==> config.mk <==
export PLATFORM = sky130hd
export DESIGN_NAME = modbus_rtu_frame_rx
export DESIGN_NICKNAME = d
export VERILOG_FILES = /design/src/rtl/modbus_rtu_frame_rx.sv
export SDC_FILE = /design/constraint.sdc
export NUM_CORES = 2
export LEC_CHECK = 0
export CAP_MARGIN = 20
export CELL_PAD_IN_SITES_DETAIL_PLACEMENT = 0
export CELL_PAD_IN_SITES_GLOBAL_PLACEMENT = 1
export CORE_UTILIZATION = 40
export DETAILED_ROUTE_END_ITERATION = 10
export MAX_ROUTING_LAYER = met4
export PLACE_DENSITY = 0.71
export SYNTH_ARGS = -nofsm -noshare
export SYNTH_HDL_FRONTEND = slang
export SYNTH_SLANG_ARGS = --single-unit
==> constraint.sdc <==
create_clock -name clk_in -period 3.2 [get_ports clk_in]
set_clock_uncertainty 0.1 [all_clocks]
set_input_delay 0.64 -clock clk_in [delete_from_list [all_inputs] [get_ports clk_in]]
set_output_delay 0.64 -clock clk_in [all_outputs]
set_load 0.05 [all_outputs]
==> src/rtl/modbus_rtu_frame_rx.sv <==
// modbus_rtu_frame_rx: Modbus RTU frame assembler fed by a UART byte receiver.
// Frames are delimited by the t1.5/t3.5 silence rules and stored in an internal
// buffer. CRC-16 (reflected 0xA001) is checked bit-serially as bytes arrive.
// Good frames are presented through a registered read port with a valid/ack handshake.
// Optional feature: define ADDR_FILTER_EN to silently discard CRC-good frames whose
// address byte is neither SLAVE_ADDR nor broadcast (8'h00).
`timescale 1ns/1ps
module modbus_rtu_frame_rx #(
   parameter int unsigned CLK_FREQ   = 32'd50000000,
   parameter int unsigned BAUD_RATE  = 32'd9600,
   parameter int unsigned MAX_LEN    = 32'd256,
   parameter logic [7:0]  SLAVE_ADDR = 8'h01
) (
   input  logic       clk_in,
   input  logic       rst_in,
   input  logic [7:0] rx_data,
   input  logic       rx_done,
   output logic       frm_valid,
   output logic [8:0] frm_len,
   input  logic       frm_ack,
   input  logic [7:0] rd_addr,
   output logic [7:0] rd_data,
   output logic       err_vld,
   output logic [2:0] err_code
);

   // Character timing in clock cycles (11-bit characters at low baud, fixed us above 19200)
   localparam longint unsigned CLK_L  = 64'(CLK_FREQ);
   localparam longint unsigned BAUD_L = 64'(BAUD_RATE);
   localparam longint unsigned T15_L  = (BAUD_L <= 64'd19200) ?
                                        (CLK_L * 64'd33) / (64'd2 * BAUD_L) :
                                        (CLK_L / 64'd1000000) * 64'd750;
   localparam longint unsigned T35_L  = (BAUD_L <= 64'd19200) ?
                                        (CLK_L * 64'd77) / (64'd2 * BAUD_L) :
                                        (CLK_L / 64'd1000000) * 64'd1750;
   localparam logic [23:0] T15 = 24'(T15_L);
   localparam logic [23:0] T35 = 24'(T35_L);

   localparam int unsigned AW        = (MAX_LEN > 32'd1) ? $clog2(MAX_LEN) : 32'd1;
   localparam logic [8:0]  MAX_LEN_W = 9'(MAX_LEN);

   localparam logic [2:0] ERR_CRC   = 3'd0;
   localparam logic [2:0] ERR_SHORT = 3'd1;
   localparam logic [2:0] ERR_OVF   = 3'd2;
   localparam logic [2:0] ERR_T15   = 3'd3;
   localparam logic [2:0] ERR_BUSY  = 3'd4;

`ifdef ADDR_FILTER_EN
   localparam logic FILTER_ON = 1'b1;
`else
   localparam logic FILTER_ON = 1'b0;
`endif

   typedef enum logic [2:0] {
      ST_IDLE  = 3'd0,
      ST_READY = 3'd1,
      ST_RECV  = 3'd2,
      ST_GAP   = 3'd3,
      ST_CHECK = 3'd4,
      ST_HOLD  = 3'd5
   } state_t;

   // One bit of the reflected CRC-16 (poly 0xA001), LSB-first data
   function automatic logic [15:0] crc16_bit(input logic [15:0] crc, input logic din);
      logic        fb;
      logic [15:0] nxt;
      fb  = crc[0] ^ din;
      nxt = {1'b0, crc[15:1]};
      if (fb) begin
         nxt = nxt ^ 16'hA001;
      end else begin
         nxt = nxt;
      end
      return nxt;
   endfunction

   state_t        state_r;
   logic [23:0]   sil_r;
   logic [8:0]    len_r;
   logic          frm_valid_r;
   logic [8:0]    frm_len_r;
   logic          err_vld_r;
   logic [2:0]    err_code_r;
   logic          drop_r;
   logic [7:0]    first_byte_r;
   logic [15:0]   crc_r;
   logic [7:0]    crc_sh_r;
   logic [3:0]    crc_cnt_r;
   logic [7:0]    rd_data_r;
   logic [7:0]    mem_r [0:MAX_LEN-1];

   logic          wr_en_s;
   logic          crc_init_s;
   logic [AW-1:0] wr_idx_s;
   logic          addr_ok_s;

   assign frm_valid = frm_valid_r;
   assign frm_len   = frm_len_r;
   assign err_vld   = err_vld_r;
   assign err_code  = err_code_r;
   assign rd_data   = rd_data_r;

   // Address acceptance; constant true unless the filter is compiled in
   assign addr_ok_s = !FILTER_ON || (first_byte_r == SLAVE_ADDR) || (first_byte_r == 8'h00);

   // Decide whether the current byte is stored and whether it opens a new frame
   always_comb begin
      wr_en_s    = 1'b0;
      crc_init_s = 1'b0;
      wr_idx_s   = len_r[AW-1:0];
      if (rx_done && (state_r == ST_READY)) begin
         wr_en_s    = 1'b1;
         crc_init_s = 1'b1;
         wr_idx_s   = {AW{1'b0}};
      end else if (rx_done && (state_r == ST_RECV) && (len_r != MAX_LEN_W)) begin
         wr_en_s    = 1'b1;
      end else begin
         wr_en_s    = 1'b0;
      end
   end

   // Line silence counter: restarts on every byte, saturates at t3.5
   always_ff @(posedge clk_in) begin
      if (rst_in) begin
         sil_r <= 24'd0;
      end else if (rx_done) begin
         sil_r <= 24'd0;
      end else if (sil_r != T35) begin
         sil_r <= sil_r + 24'd1;
      end else begin
         sil_r <= sil_r;
      end
   end

   // Bit-serial CRC engine: each stored byte is folded in over the 8 following cycles
   always_ff @(posedge clk_in) begin
      if (rst_in) begin
         crc_r     <= 16'hFFFF;
         crc_sh_r  <= 8'h00;
         crc_cnt_r <= 4'd0;
      end else if (wr_en_s) begin
         crc_sh_r  <= rx_data;
         crc_cnt_r <= 4'd8;
         if (crc_init_s) begin
            crc_r <= 16'hFFFF;
         end else begin
            crc_r <= crc_r;
         end
      end else if (crc_cnt_r != 4'd0) begin
         crc_r     <= crc16_bit(crc_r, crc_sh_r[0]);
         crc_sh_r  <= {1'b0, crc_sh_r[7:1]};
         crc_cnt_r <= crc_cnt_r - 4'd1;
      end else begin
         crc_r     <= crc_r;
      end
   end

   // Frame buffer write port (contents only meaningful while a frame is held)
   always_ff @(posedge clk_in) begin
      if (wr_en_s) begin
         mem_r[wr_idx_s] <= rx_data;
      end
   end

   // Registered read port, refreshed every cycle
   always_ff @(posedge clk_in) begin
      if (rst_in) begin
         rd_data_r <= 8'h00;
      end else begin
         rd_data_r <= mem_r[rd_addr[AW-1:0]];
      end
   end

   // Frame FSM with registered handshake and error outputs
   always_ff @(posedge clk_in) begin
      if (rst_in) begin
         state_r      <= ST_IDLE;
         len_r        <= 9'd0;
         frm_valid_r  <= 1'b0;
         frm_len_r    <= 9'd0;
         err_vld_r    <= 1'b0;
         err_code_r   <= 3'd0;
         drop_r       <= 1'b0;
         first_byte_r <= 8'h00;
      end else begin
         err_vld_r <= 1'b0;
         case (state_r)
            ST_IDLE: begin
               if (!rx_done && (sil_r == T35)) begin
                  state_r <= ST_READY;
               end
            end
            ST_READY: begin
               if (rx_done) begin
                  state_r      <= ST_RECV;
                  len_r        <= 9'd1;
                  first_byte_r <= rx_data;
               end
            end
            ST_RECV: begin
               if (rx_done) begin
                  if (len_r == MAX_LEN_W) begin
                     err_vld_r  <= 1'b1;
                     err_code_r <= ERR_OVF;
                     state_r    <= ST_IDLE;
                  end else begin
                     len_r <= len_r + 9'd1;
                  end
               end else if (sil_r == T15) begin
                  state_r <= ST_GAP;
               end
            end
            ST_GAP: begin
               if (rx_done) begin
                  err_vld_r  <= 1'b1;
                  err_code_r <= ERR_T15;
                  state_r    <= ST_IDLE;
               end else if (sil_r == T35) begin
                  state_r <= ST_CHECK;
               end
            end
            ST_CHECK: begin
               if (len_r < 9'd4) begin
                  err_vld_r  <= 1'b1;
                  err_code_r <= ERR_SHORT;
                  state_r    <= ST_READY;
               end else if (crc_r != 16'h0000) begin
                  err_vld_r  <= 1'b1;
                  err_code_r <= ERR_CRC;
                  state_r    <= ST_READY;
               end else if (!addr_ok_s) begin
                  state_r <= ST_READY;
               end else begin
                  frm_valid_r <= 1'b1;
                  frm_len_r   <= len_r;
                  drop_r      <= 1'b0;
                  state_r     <= ST_HOLD;
               end
            end
            ST_HOLD: begin
               // A byte arriving with the ack is still a busy drop; the ack wins
               if (frm_ack) begin
                  frm_valid_r <= 1'b0;
                  drop_r      <= 1'b0;
                  state_r     <= ST_IDLE;
                  if (rx_done && !drop_r) begin
                     err_vld_r  <= 1'b1;
                     err_code_r <= ERR_BUSY;
                  end
               end else if (rx_done) begin
                  // Only the first byte of a dropped frame reports
                  if (!drop_r) begin
                     err_vld_r  <= 1'b1;
                     err_code_r <= ERR_BUSY;
                  end
                  drop_r <= 1'b1;
               end else if (sil_r == T35) begin
                  drop_r <= 1'b0;
               end
            end
            default: begin
               state_r     <= ST_IDLE;
               frm_valid_r <= 1'b0;
            end
         endcase
      end
   end

endmodule

; Word-level counts from Yosys, hierarchy flattened
; Memory sizes are Yosys's and may differ from the RTL's. A register that Yosys moved wholly into a read port is not among the register bits.
; Index checks and enable logic that the tools add are counted.
[classes]
n_mux = 59
eq_ne = 28
n_reduce_logical = 24
n_lt_le_gt_ge = 1
addsub = 3
bitwise = 5
[ops]
columns = operator, n
row1 = 16-bit 2-to-1 mux, 4
row2 = 3-bit 2-to-1 mux, 19
row3 = 9-bit 2-to-1 mux, 3
row4 = "24-bit by 1-bit adder with 24-bit output, second input constant", 1
row5 = "24-bit by 17-bit equality test with 1-bit output, second input constant", 1
row6 = "24-bit by 18-bit equality test with 1-bit output, second input constant", 1
row7 = 8-bit 2-to-1 mux, 3
row8 = "24-bit by 18-bit != test with 1-bit output, second input constant", 1
row9 = 1-bit 2-to-1 mux, 22
row10 = 3-bit case mux with 6 select lines, 1
row11 = 9-bit case mux with 2 select lines, 1
row12 = "2-bit != test, second input constant", 8
row13 = 16-bit nonzero test, 1
row14 = "3-bit != test, second input constant", 5
row15 = 3-bit case mux with 4 select lines, 1
row16 = 4-bit AND reduction, 3
row17 = "9-bit by 1-bit adder with 9-bit output, second input constant", 1
row18 = "9-bit equality test, second input constant", 1
row19 = "9-bit by 3-bit < comparator with 1-bit output, second input constant", 1
row20 = "9-bit != test, second input constant", 1
row21 = 4-bit 2-to-1 mux, 2
row22 = 8-bit AND reduction, 1
row23 = 4-bit nonzero test, 2
row24 = "3-bit by 2-bit equality test with 1-bit output, second input constant", 2
row25 = 21 further kinds, 34
[word_totals]
inputBits = 20
ff_bits = 79
mem_bits_rw = 2048
mem_count = 1
[mem_list]
columns = memory, depth, width, rd, rd_clocked_by_memory_dff, write_ports, line
row1 = mem_r, 256, 8, 1, 1, 1, 90  ; logic [7:0] mem_r [0:MAX_LEN-1];

; Depth between registers and ports, before layout
[depth]
word_depth = 7
depth_mapped = 14
mapped_depth_nobuf = 9

; Worst setup path after synthesis
; No wires, ideal clock.
[synth_path]
kind = register to register
from = register len_r[0]
to = memory mem_r[109][0], enable pin
arrival_time_ns = 2.493
stages_incl_launch_ff = 10
setup_slack_ns = 0.237
setup_time_ns = 0.370
required_time_ns = 2.730
path_buffers = 2
path_cell_list = dfxtp_1 inv_1 ha_1 and2_1 a31o_2 o21ai_1 buf_2 nand3_1 clkbuf_1 nor2_1
[synth_via]
elab_chain_cells = 6
elab_cells_between_ends = 7
cone_classes = eq/ne (1) / mux (5) / reduce/logical (1)
[synth_rtl]
columns = element, line
row1 = "start, declared", 79  ; logic [8:0] len_r;
row2 = "start signal, assigned", 207  ; len_r <= len_r + 9'd1;
row3 = 9-bit != test, 115  ; end else if (rx_done && (state_r == ST_RECV) && (len_r != MAX_LEN_W)) begin
row4 = 1-bit logical AND, 115
row5 = 1-bit 2-to-1 mux, 115
row6 = 1-bit 2-to-1 mux, 111  ; if (rx_done && (state_r == ST_READY)) begin
row7 = 1-bit 2-to-1 mux, 160  ; if (wr_en_s) begin
row8 = 1-bit 2-to-1 mux (implied by the code), 161  ; mem_r[wr_idx_s] <= rx_data;
row9 = "end, declared", 90
; Parallel ways exist; a longest one is shown, timed or not.

==> flow_summary.toml <==
[yosys]
synth_top_cells_by_count = "edfxtp_1, mux4_2, nor2_1, mux2i_1, clkbuf_1"
synth.most_common_cell = "edfxtp_1"
yosys.area_share.simple_pct = 3.80
synth_xor_area_share_pct = 0.312
synth_cell_types = 75
synth-main-ff-cell = "edfxtp_1"
synth_edf_count = 2048
yosys_warnings = 0
synthCells = 4266
ys_seq_elements = 2135
synth_top_family_by_area = "multiplexers"
synthMuxAreaShare_pct = 15.2
async_reset_ff_share_pct = 0
synthTopCellsByArea = "edfxtp_1, mux4_2, mux2i_1"
syn_avg_cell_area_um2 = 19.7
synthDominantCellAreaShare_pct = 73.1
ys_seq_area_share_pct = 75.2
synth_compound_area_share_pct = 3.27
netlist_area_um2 = 84100
syn_nets = 4294
synth_fa_ha_area_share_pct = 0.119
synth_largest_area_cell = "edfxtp_1"

[power_and_ir_drop]
power.leakage_nw = 32.6
peakVddDrop_mv = 0.559
powerDensity_nw_per_um2 = 585
fin_total_pwr_mw = 58.3

[final_layout]
final_core_util_pct = 47.8
nets = 4987
area_growth_pct = 18.3
drive_above_1_share_pct = 28.6

[placed_design]
detailedPlace.worstSlack_ns = -0.723
io_buffers = 41
place.gp.congestion = 0.899
hpwl_mm = 148

[worst_setup_path]
start_kind = "primary input"
crit_type = "primary input to register"
worstPathArrival_ns = 3.88
end_kind = "register"
critPathMaxFanout = 12
ff2ff_setup_slack_ns = 0.09
crit_required_ns = 3.80

[detailed_routing]
dr.pass1.iters = 6
wl_per_cell_um = 28.0
first_iter_violations = 5565
wirelength_mm = 222
avgViaCountPerCell = 5.63
route.detailed.drc = 0
drtAntennaViolNets = 0
route.vias.total = 44600

[clock_tree]
cts_num_sinks = 2135
cts.clk_slew.worst_paths_ns = 0.06
cts_max_path_buffers = 3
numCtsBuffers = 209
clk_latency_ns = 0.83
root_buffer = "clkbuf_16"
htreeDepth = 4
tritoncts = "yes"

[global_routing]
antenna_found_initial = 4
grt_first_pass_wirelength_mm = 321
grt_pass1_vias = 44400
grt_max_degree = 103
grt_usage_pct = 21.7
gr-total-overflow = 0

[sta]
setup_viol = 1
rsz0062_at_grt = "false"
period_minus_slack_ns = 3.28
setup_ws_ns = -0.0812
period_share_pct = 103
tightest_slew_ns = 1.05
final_max_slew_viol_count = 0
relSlewSlack_pct = 30.1
finalHoldViolCount = 0
maxClockFrequency_ghz = 0.305

[floorplan]
initial_core_util_pct = 40.4
fp.dieW_um = 461
die_area_um2 = 212000
die_h_um = 461
coreArea_um2 = 208000
ios = 42
rows = 167

[min_path]
hold_path_class = "primary input to register"

[job]
drv_cap = 0

[run_status]
violations = "negative setup slack"
status = "finished with violations"
## power by group
group / internal, mW / switching [mW] / total (mW)
clock network: 13.7 / 10.4 / 24.1
logic: 1.35 / 2.09 / 3.44
registers: 30.6 / 0.0697 / 30.7
## repair_timing
action	CTS	global route
endpoints found under the setup margin	84	21
hold buffers	0	0
endpoints found under the hold margin	0	0
pin swaps	0	1
setup buffers	0	0
resized for setup	1	2
## area by class of cell
| cell class | count | area, um2 |
|---|---|---|
| inverters | 13 | 53.8 |
| fillers | 17200 | 109000 |
| multi-input cells | 1854 | 19100 |
| flip-flops and latches | 2135 | 63200 |
| clock inverters | 119 | 1140 |
| well taps | 2788 | 3490 |
| diodes | 3 | 7.51 |
| clock buffers | 269 | 5560 |
| repair buffers | 746 | 6930 |
## per-layer routing
metal | wire length (um) | vias to the layer above | share of wire [%] | GRT usage, %
li1 | - | 19000 | - | -
met1 | 93100 | 23400 | 42 | 30.0
met2 | 104000 | 1934 | 47 | 32.9
met3 | 17800 | 362 | 8.0 | 3.58
met4 | 7110 | 0 | 3.2 | 6.83
met5 | 0 | - | 0 | -
## through the flow
| stage | area (um2) | std cells | hold WS [ns] | TNS [ns] |
|---|---|---|---|---|
| after floorplan | 84100 | 4266 | 0.347 | 0 |
| final | 99600 | 7927 | 0.186 | -0.0812 |
| after detailed placement | 92800 | 7535 | 0.365 | -441.04 |
| after CTS | 99500 | 7923 | 0.140 | 0 |
| after global placement | 92800 | 7535 | 0.358 | -452.96 |
| after global routing | 99600 | 7926 | 0.165 | 0 |
## registers in the layout (all words and copies together) (netlist names)
name and count:
sil_r 24, crc_cnt_r 4, len_r 9, err_vld 1, rd_data 8, crc_r 16, frm_len 9, err_code 3
mem_r 2048, state_r 3, crc_sh_r 8, frm_valid 1, drop_r 1
## cells in the final DEF (no fill, tap or decap), types with 15 or more instances in the layout
cell	count
clkinv_1	43
mux2i_1	264
nor3_1	40
clkinv_2	42
nor4_1	22
a211oi_1	16
o21ai_0	43
nor2_1	389
clkbuf_16	212
a21oi_1	71
xnor2_1	16
clkbuf_1	53
a2111oi_0	15
nand2_1	93
bufinv_16	18
edfxtp_1	2048
buf_12	96
mux4_2	421
o221ai_1	78
nand3_1	50
dfxtp_1	87
mux4_1	21
buf_4	610
clkdlybuf4s50_1	27
o22ai_1	81
## cells by family after synthesis
kind of cell	count (synthesis)
xor+xnor	30
flops	2135
simple gates	711
buf+inv	277
fa+ha+maj	8
compound gates	392
mux	713
## worst max-delay path, stage by stage
cell             delay (ns)
clkdlybuf4s50_1        0.40
buf_4                  0.17
buf_4                  0.20
or3b_2                 0.69
nor3_1                 0.88
nor3_1                 0.32
o2111a_1               0.24
nand4_1                0.20
o31ai_1                0.13
## path summary, 6_finish.rpt
| kind | from | to | depth (start not counted) |
|---|---|---|---|
| hold reg to reg | err_code[2] | err_code[2] | 2 |
| hold / removal | rx_data[0] | mem_r[180][0] | 1 |
| setup reg to reg | len_r[0] | mem_r[215][7] | 11 |
| setup / recovery | rd_addr[3] | rd_data[7] | 9 |
No activity file was read; power rests on OpenSTA's default activity.
